`src/rtl/uart_rx_fifo.sv`:
```
// uart_rx_fifo: receive-side character buffer between the UART receiver and
// the APB UART register block. First-word-fall-through: while not empty the
// head character and its framing-error flag are presented on o_rd_data/o_rd_err.
//
// Optional feature macro: UART_RX_FIFO_THRESH_EN
//   defined   -> o_thresh_irq = (count >= THRESH), registered
//   undefined -> o_thresh_irq tied to 0, THRESH ignored
//
// Ports:
//   i_clk          system clock (PCLK domain)
//   i_rst          synchronous reset, active-high
//   i_wr_valid     push strobe (receiver done pulse)
//   i_wr_data      received character
//   i_wr_err       framing error for this character
//   i_rd_en        pop strobe (RX_DATA read)
//   i_flush        discard all entries
//   i_clr_overrun  clear the sticky overrun flag
//   o_rd_data      head character, valid when o_empty=0
//   o_rd_err       error flag stored with the head character
//   o_empty        count == 0
//   o_full         count == DEPTH
//   o_count        number of entries, 0..DEPTH
//   o_overrun      sticky: a push was dropped because the FIFO was full
//   o_thresh_irq   level interrupt: count >= THRESH (feature builds only)
module uart_rx_fifo #(
  parameter int unsigned DATA_BITS = 8,
  parameter int unsigned DEPTH     = 16,
  parameter int unsigned ADDR_W    = 4,
  parameter int unsigned THRESH    = 8
) (
  input  logic                 i_clk,
  input  logic                 i_rst,
  input  logic                 i_wr_valid,
  input  logic [DATA_BITS-1:0] i_wr_data,
  input  logic                 i_wr_err,
  input  logic                 i_rd_en,
  input  logic                 i_flush,
  input  logic                 i_clr_overrun,
  output logic [DATA_BITS-1:0] o_rd_data,
  output logic                 o_rd_err,
  output logic                 o_empty,
  output logic                 o_full,
  output logic [ADDR_W:0]      o_count,
  output logic                 o_overrun,
  output logic                 o_thresh_irq
);

  localparam int unsigned CNT_W   = ADDR_W + 1;
  localparam int unsigned ENTRY_W = DATA_BITS + 1;

  // Elaboration-time parameter sanity checks
  if ((32'd1 << ADDR_W) != DEPTH || DEPTH < 2) begin : g_bad_depth
    $error("uart_rx_fifo: DEPTH must be a power of two >= 2 equal to 2**ADDR_W");
  end
  if (THRESH < 1 || THRESH > DEPTH) begin : g_bad_thresh
    $error("uart_rx_fifo: THRESH must be in 1..DEPTH");
  end

  logic [ENTRY_W-1:0] r_mem [DEPTH];
  logic [ADDR_W-1:0]  r_wr_ptr;
  logic [ADDR_W-1:0]  r_rd_ptr;
  logic [CNT_W-1:0]   r_count;
  logic               r_empty;
  logic               r_full;
  logic               r_overrun;

  logic               w_pop;
  logic               w_push;
  logic               w_drop;
  logic [CNT_W-1:0]   w_count_nxt;
  logic [ADDR_W-1:0]  w_wr_ptr_nxt;
  logic [ADDR_W-1:0]  w_rd_ptr_nxt;
  logic [ENTRY_W-1:0] w_head;

  // Push/pop qualification and next pointer/count; flush overrides both
  always_comb begin
    w_pop        = i_rd_en & ~r_empty;
    // A full FIFO still accepts a push when a pop frees a slot in the same cycle
    w_push       = i_wr_valid & (~r_full | w_pop);
    // Flush discards the push, so a flushed overflow is not an overrun
    w_drop       = i_wr_valid & r_full & ~w_pop & ~i_flush;
    w_count_nxt  = r_count;
    w_wr_ptr_nxt = r_wr_ptr;
    w_rd_ptr_nxt = r_rd_ptr;
    if (i_flush) begin
      w_count_nxt  = '0;
      w_wr_ptr_nxt = '0;
      w_rd_ptr_nxt = '0;
    end else begin
      if (w_push) w_wr_ptr_nxt = r_wr_ptr + ADDR_W'(1);
      if (w_pop)  w_rd_ptr_nxt = r_rd_ptr + ADDR_W'(1);
      case ({w_push, w_pop})
        2'b10:   w_count_nxt = r_count + CNT_W'(1);
        2'b01:   w_count_nxt = r_count - CNT_W'(1);
        default: w_count_nxt = r_count;
      endcase
    end
  end

  // Control state; empty/full are registered from the next count
  always_ff @(posedge i_clk) begin
    if (i_rst) begin
      r_wr_ptr  <= '0;
      r_rd_ptr  <= '0;
      r_count   <= '0;
      r_empty   <= 1'b1;
      r_full    <= 1'b0;
      r_overrun <= 1'b0;
    end else begin
      r_wr_ptr  <= w_wr_ptr_nxt;
      r_rd_ptr  <= w_rd_ptr_nxt;
      r_count   <= w_count_nxt;
      r_empty   <= (w_count_nxt == '0);
      r_full    <= (w_count_nxt == CNT_W'(DEPTH));
      // Set beats clear when both happen in one cycle
      if (w_drop)             r_overrun <= 1'b1;
      else if (i_clr_overrun) r_overrun <= 1'b0;
    end
  end

  // Storage array; never cleared
  always_ff @(posedge i_clk) begin
    if (!i_rst && !i_flush && w_push) begin
      r_mem[r_wr_ptr] <= {i_wr_err, i_wr_data};
    end
  end

  assign w_head    = r_mem[r_rd_ptr];
  assign o_rd_data = w_head[DATA_BITS-1:0];
  assign o_rd_err  = w_head[DATA_BITS];
  assign o_empty   = r_empty;
  assign o_full    = r_full;
  assign o_count   = r_count;
  assign o_overrun = r_overrun;

`ifdef UART_RX_FIFO_THRESH_EN
  logic r_thresh_irq;

  // Level interrupt tracks the count that is current after each edge
  always_ff @(posedge i_clk) begin
    if (i_rst) r_thresh_irq <= 1'b0;
    else       r_thresh_irq <= (w_count_nxt >= CNT_W'(THRESH));
  end

  assign o_thresh_irq = r_thresh_irq;
`else
  assign o_thresh_irq = 1'b0;
`endif

endmodule

```
`config.mk`:
```
export PLATFORM = sky130hd
export DESIGN_NAME = uart_rx_fifo
export DESIGN_NICKNAME = d
export VERILOG_FILES = /design/src/rtl/uart_rx_fifo.sv
export SDC_FILE = /design/constraint.sdc
export NUM_CORES = 1
export LEC_CHECK = 0
export CAP_MARGIN = 20
export CORE_AREA = 8 8 160 147
export DETAILED_ROUTE_END_ITERATION = 10
export DIE_AREA = 0 0 168 155
export HOLD_SLACK_MARGIN = 0.02
export PLACE_DENSITY = 0.44
export SYNTH_ARGS = -nofsm -noshare
export SYNTH_HDL_FRONTEND = slang
export SYNTH_SLANG_ARGS = --single-unit
```
`constraint.sdc`:
```
create_clock -name i_clk -period 6.9 [get_ports i_clk]
set_input_delay 1.38 -clock i_clk [delete_from_list [all_inputs] [get_ports i_clk]]
set_output_delay 1.38 -clock i_clk [all_outputs]
set_load 0.05 [all_outputs]
```
==> impl_metrics.ini, run 1 <==
[run_status]
status = finished clean

[timing]
fmax_mhz = 218
tightest_slew_ps = 815
min_period_ps = 4600
setup_viol = 0
drv_slew = 0
fin_crit_sh_pct = 66.6
rsz0062_at_grt = false
relSlewSlack_pct = 45.6
finClkSkew_ps = 6.26
fin_setup_tns_ps = 0
hold_viol = 0

[power_and_ir_drop]
switching_share_pct = 20.7
intPower_uw = 1680
power_frac_seq_pct = 51.1
p_leak_uw = 0.00253
power_density_nw_per_um2 = 271
pwr-share-clk_pct = 45.6
p_sw_uw = 439
finalPower_uw = 2120
combinationalPowerShare_pct = 3.4
ir_drop_mv = 0.143

[place]
gp_congestion = 0.695
placed_area_um2 = 7230
dp_hpwl_um = 9170
io_buffer_count = 31

[critical_path]
cp_slowest_stage_delay_ps = 740
reg2regPathDepth = 11
startpoint_type = flip-flop
slowest_stage = clkdlybuf4s50_1
cp_top_family = buffers and inverters
cp_max_fo = 36
worst-path-stages = 4
critical_path_class = flip-flop to primary output
crit_required_ps = 5520
cp_cell_sequence = buf_4, mux4_1, mux4_2, clkdlybuf4s50_1
r2r_slack_ps = 3970
regToRegStartpoint = o_empty
r2r_end = o_full
endpoint = o_rd_data[5]
crit_arrival_ps = 3220
path_buf_inv = 2
cp-end-kind = primary output

[route]
routed_wl_um = 14600
wl_per_cell_um = 22.2
remaining_drc_errors = 0
drt_iter0_markers = 235
vias_per_cell = 4.84
num_vias = 3187
ant_nets = 0
dr.pass1.iters = 5

[cts]
holdBufCountCts = 0
cts-resized-gates = 0
cts_made_buffers = 17
htreeDepth = 4
postCtsSetupBuffers = 0
cts_sinks = 164
cts_tree = built
insertion_delay_ps = 420
clk_path_buf_depth = 2
cts_root_buf = clkbuf_16
clk_pin_slew_worst_paths_ps = 60

[flow_run]
drv_cap = 0

[die]
dieHeight_um = 155
fp-row-count = 51
core_area_um2 = 21000
initial_core_util_pct = 31.2
die_x_um = 168
num_io_pins = 33
dieArea_um2 = 26000

[yosys]
syn-num-nets = 353
ys_types = 34
yosysWarningCount = 0
syn_inst = 330
synth_edf_count = 144
synth_flop_cell = edfxtp_1
syn-cell-area_um2 = 6560
yosysTopAreaCellShare_pct = 65.9
synth_seq_cells = 164
yosysMostFrequentCell = edfxtp_1
async_flop_share_pct = 0
synth_area_leaders = edfxtp_1 66%, mux4_1 8.4%, mux4_2 8.2%
syn_avg_cell_area_um2 = 19.9
synth_seq_area_share_pct = 72.0
yosys.area.top_type = edfxtp_1
synth_common_cells = 144 x edfxtp_1, 30 x nor2_1, 24 x mux4_2, 21 x mux4_1, 20 x dfxtp_1

[final_layout]
final_nets = 403
stdcell_area_um2 = 7840
area_growth_pct = 19.6
final_core_util_pct = 37.4
drive_above_1_share_pct = 20.1
antenna_cells = 0

[global_route]
grt_max_degree = 37
grt_overflow = 0
grt_pass1_vias = 3323
antenna_found_initial = 1
grt_pass1_wl_um = 21900
grt.total_usage_pct = 11.7

[worst_hold_path]
min_path_type = flip-flop to flip-flop
[cell families after synthesis]
family                   Yosys count  share of synthesized area (%)
AO/OA/AOI/OAI                     13                           1.37
AND/OR/NAND/NOR                   63                           4.25
flip-flops                       164                           72.0
multiplexers                      47                           17.0
adder cells (fa/ha/maj)            8                           1.53
XOR/XNOR                          11                           1.47
other                              1                         0.0572
buffers and inverters             23                           2.31
[cell type report]
cell class                      count  area (µm²)
Clock inverter                     14         174
Tap cell                          265         332
Timing Repair Buffer               49         460
Sequential cell                   164        4730
Multi-Input combinational cell    143        1700
Clock buffer                       18         429
Fill cell                        1908       13200
Inverter                            5        18.8
[per-layer routing]
layer / global-route usage, % / wire, µm
met4: 3.78 / 232
met5: 0 / 10
met2: 18.4 / 6830
met3: 3.14 / 677
met1: 15.5 / 6850
[state kept, by name, summed over array words and instances, names as in the netlist, named ones only]
register	flops
r_mem	144
o_count	5
r_rd_ptr	4
r_wr_ptr	4
o_empty	1
o_full	1
o_overrun	1
[metrics by stage]
step / hold slack [ps] / cells / setup slack, ps
floorplan: 468 / 330 / 3280
global placement: 467 / 621 / 2640
detailed placement: 469 / 625 / 2470
CTS: 488 / 657 / 2230
global route: 521 / 658 / 2170
finish: 482 / 658 / 2300
[layout by cell type (no fill, tap or decap), types with 2 or more instances in the layout]
cell / Yosys / layout
nor2_1: 30 / 30
mux2i_1: 2 / 2
clkbuf_16: 0 / 17
a21oi_1: 7 / 7
mux4_2: 24 / 24
ha_1: 8 / 8
nor3_1: 7 / 3
buf_6: 1 / 4
xnor2_1: 4 / 4
nand4_1: 2 / 2
mux4_1: 21 / 21
inv_6: 0 / 5
nand2b_1: 4 / 4
buf_4: 4 / 14
clkinv_2: 0 / 2
bufinv_16: 0 / 3
inv_1: 5 / 5
edfxtp_1: 144 / 144
nand2_1: 13 / 13
clkinvlp_4: 0 / 2
nor3_2: 0 / 4
dfxtp_1: 20 / 19
xor2_1: 7 / 7
clkdlybuf4s50_1: 0 / 31
nor2b_1: 2 / 2
[worst reg2reg max path, stage by stage, from the launching register on]
cell and delay, ps:
dfxtp_1 310, nand2b_1 220, a21oi_1 450, inv_1 120, ha_1 310, xor2_1 200
ha_1 230, a21oi_1 150, mux2i_1 250, xor2_1 260, nand2_1 80, nor4b_1 240
[worst min path at each step]
stage | end | startpoint | depth (start not counted)
2_1_floorplan | flip-flop | r_rd_ptr[1] | 2
3_3_place_gp | o_overrun | o_overrun | 2
3_5_place_dp | o_overrun | o_overrun | 2
4_1_cts | o_overrun | o_overrun | 2
5_1_grt | o_overrun | o_overrun | 2
6_report | o_overrun | o_overrun | 2
[power groups by stage]
stage / Combinational [µW] / Sequential, µW / Clock [µW]
global placement: 71.1 / 1110 / 0
floorplan: 36.7 / 1110 / 0
detailed placement: 72.5 / 1110 / 0
finish: 71.3 / 1080 / 967
CTS: 72.7 / 1080 / 993
global route: 77.7 / 1080 / 1030
(Power assumes the default switching activity.)
==> inputs of run 2 (changes only) <==
--- a/config.mk
+++ b/config.mk
@@ -10,7 +10,7 @@
 export DETAILED_ROUTE_END_ITERATION = 10
 export DIE_AREA = 0 0 168 155
 export HOLD_SLACK_MARGIN = 0.02
-export PLACE_DENSITY = 0.44
+export PLACE_DENSITY = 0.46
 export SYNTH_ARGS = -nofsm -noshare
 export SYNTH_HDL_FRONTEND = slang
 export SYNTH_SLANG_ARGS = --single-unit
==> constraint.sdc (replaced) <==
create_clock -name i_clk -period 3.95 [get_ports i_clk]
set_input_delay 0.79 -clock i_clk [delete_from_list [all_inputs] [get_ports i_clk]]
set_output_delay 0.79 -clock i_clk [all_outputs]
set_load 0.05 [all_outputs]
==> run 2 against run 1 <==
First-iteration DRC count shrank 25%. Hold slack better by 8.2 ps. Core utilization fell by 0.11 points. Global-route usage down 0.60 points. Clock power up 57%. Critical path type unchanged. Non-clock buffer count increased by 4. Clock skew about the same.
==> impl_metrics.ini, run 2 (synthesis gave the netlist of run 1 again) <==
[timing]
drv_slew = 0
tightest_slew_ps = 835
finalWorstSetupSlack_ps = 213
relSlewSlack_pct = 44.3
fin_crit_sh_pct = 94.6
rsz0062_at_grt = false
hold_viol = 0
min_period_ps = 3740
fmax_mhz = 268
finClkSkew_ps = 6.62
fin_setup_tns_ps = 0
setup_viol = 0

[worst_hold_path]
whs_endpoint = o_overrun
hold_path_depth = 2
min_path_type = flip-flop to flip-flop
hp-start = o_overrun

[cts]
cts-resized-gates = 0
cts_sinks = 164
holdBufCountCts = 0
htreeDepth = 4
clk_path_buf_depth = 2
postCtsSetupBuffers = 0
insertion_delay_ps = 430
cts_made_buffers = 17
cts_root_buf = clkbuf_16
cts_tree = built
clk_pin_slew_worst_paths_ps = 60

[final_layout]
largest-register = r_mem
largest_reg_flops = 144
area_growth_pct = 19.2
n_fill_cell = 1902
final_nets = 407
antenna_cells = 0
layout_commonest_cell = edfxtp_1
stdcell_area_um2 = 7820
drive_above_1_share_pct = 21.7
stdcell_count = 662
final_cell_mix = 144 x edfxtp_1, 30 x nor2_1, 29 x clkdlybuf4s50_1

[global_route]
grt_overflow = 0
grt_max_degree = 37
grt.total_usage_pct = 11.1
grt_pass1_wl_um = 20800
grt_pass1_vias = 3418
antenna_found_initial = 0

[die]
fp-row-count = 51
die_x_um = 168
core_area_um2 = 21000
initial_core_util_pct = 31.2
num_io_pins = 33
dieArea_um2 = 26000
dieHeight_um = 155

[critical_path]
slowest_stage = clkdlybuf4s50_1
r2r_slack_ps = 1370
crit_arrival_ps = 2950
critical_path_class = flip-flop to primary output
startpoint_type = flip-flop
reg2regPathDepth = 11
regToRegStartpoint = o_empty
r2r_end = o_full
cp-end-kind = primary output
cp_slowest_stage_delay_ps = 730
crit_required_ps = 3160
cp_cell_sequence = buf_4, mux4_1, mux4_2, clkdlybuf4s50_1
cp_max_fo = 8

[route]
routed_wl_um = 13600
drt_iter0_markers = 176
ant_nets = 0
vias_per_cell = 4.74
num_vias = 3141
remaining_drc_errors = 0
dr.pass1.iters = 4
wl_per_cell_um = 20.5

[power_and_ir_drop]
power_density_nw_per_um2 = 453
p_leak_uw = 0.00252
ir_drop_mv = 0.275

[run_status]
status = finished clean

[place]
gp_congestion = 0.718
io_buffer_count = 31
place_inst = 630
post-place-ws_ps = 459
dp_hpwl_um = 8680
placed_area_um2 = 7270

[flow_run]
drv_cap = 0
[run 2: stage by stage]
step	power (µW)	hold WS (ps)	util, %
after floorplan	2000	468	-
after global placement	2060	469	34.6
after detailed placement	2060	473	34.6
after CTS	3580	495	37.2
after global routing	3660	522	37.2
final	3540	491	37.2
[run 2: final cells by class]
cell class | instances | area [µm²] | area share [%]
Inverter | 5 | 18.8 | 0.240
Tap cell | 265 | 332 | 4.24
Multi-Input combinational cell | 143 | 1700 | 21.8
Clock inverter | 14 | 116 | 1.49
Clock buffer | 18 | 429 | 5.49
Sequential cell | 164 | 4730 | 60.4
Timing Repair Buffer | 53 | 495 | 6.34
[run 2: power breakdown]
group	internal [µW]	leakage (µW)	switching, µW
clock	820	0.000257	700
combinational	48.9	0.000806	74.0
sequential	1890	0.00146	5.47
total	2760	0.00252	780
[run 2: worst max path at each step]
stage / start / cells past startpoint / to
global route: flip-flop / 4 / o_rd_data[1]
global placement: i_rd_en / 12 / o_full
CTS: flip-flop / 4 / o_rd_data[1]
detailed placement: i_rd_en / 12 / o_full
floorplan: i_rd_en / 12 / o_empty
finish: flip-flop / 4 / o_rd_data[1]
[run 2: critical path: cells and delay by family (launching register included)]
kind,cells,cell delay [ps]
muxes,2,1100
buffers and inverters,2,990
DFF,1,440
[run 2: per-layer routing]
| layer | wire length, µm | up-vias | GRT usage, % |
|---|---|---|---|
| li1 | - | 1441 | - |
| met1 | 5890 | 1642 | 12.9 |
| met2 | 7000 | 45 | 19.0 |
| met3 | 508 | 13 | 3.47 |
| met4 | 188 | 0 | 4.21 |
| met5 | 0 | - | 0 |
==> inputs of run 3 (changes only) <==
--- a/config.mk
+++ b/config.mk
@@ -9,7 +9,6 @@
 export CORE_AREA = 8 8 160 147
 export DETAILED_ROUTE_END_ITERATION = 10
 export DIE_AREA = 0 0 168 155
-export HOLD_SLACK_MARGIN = 0.02
 export PLACE_DENSITY = 0.46
 export SYNTH_ARGS = -nofsm -noshare
 export SYNTH_HDL_FRONTEND = slang
==> results of run 3 <==
Same layout as run 2: the final DEF is identical, and so are final timing and power.
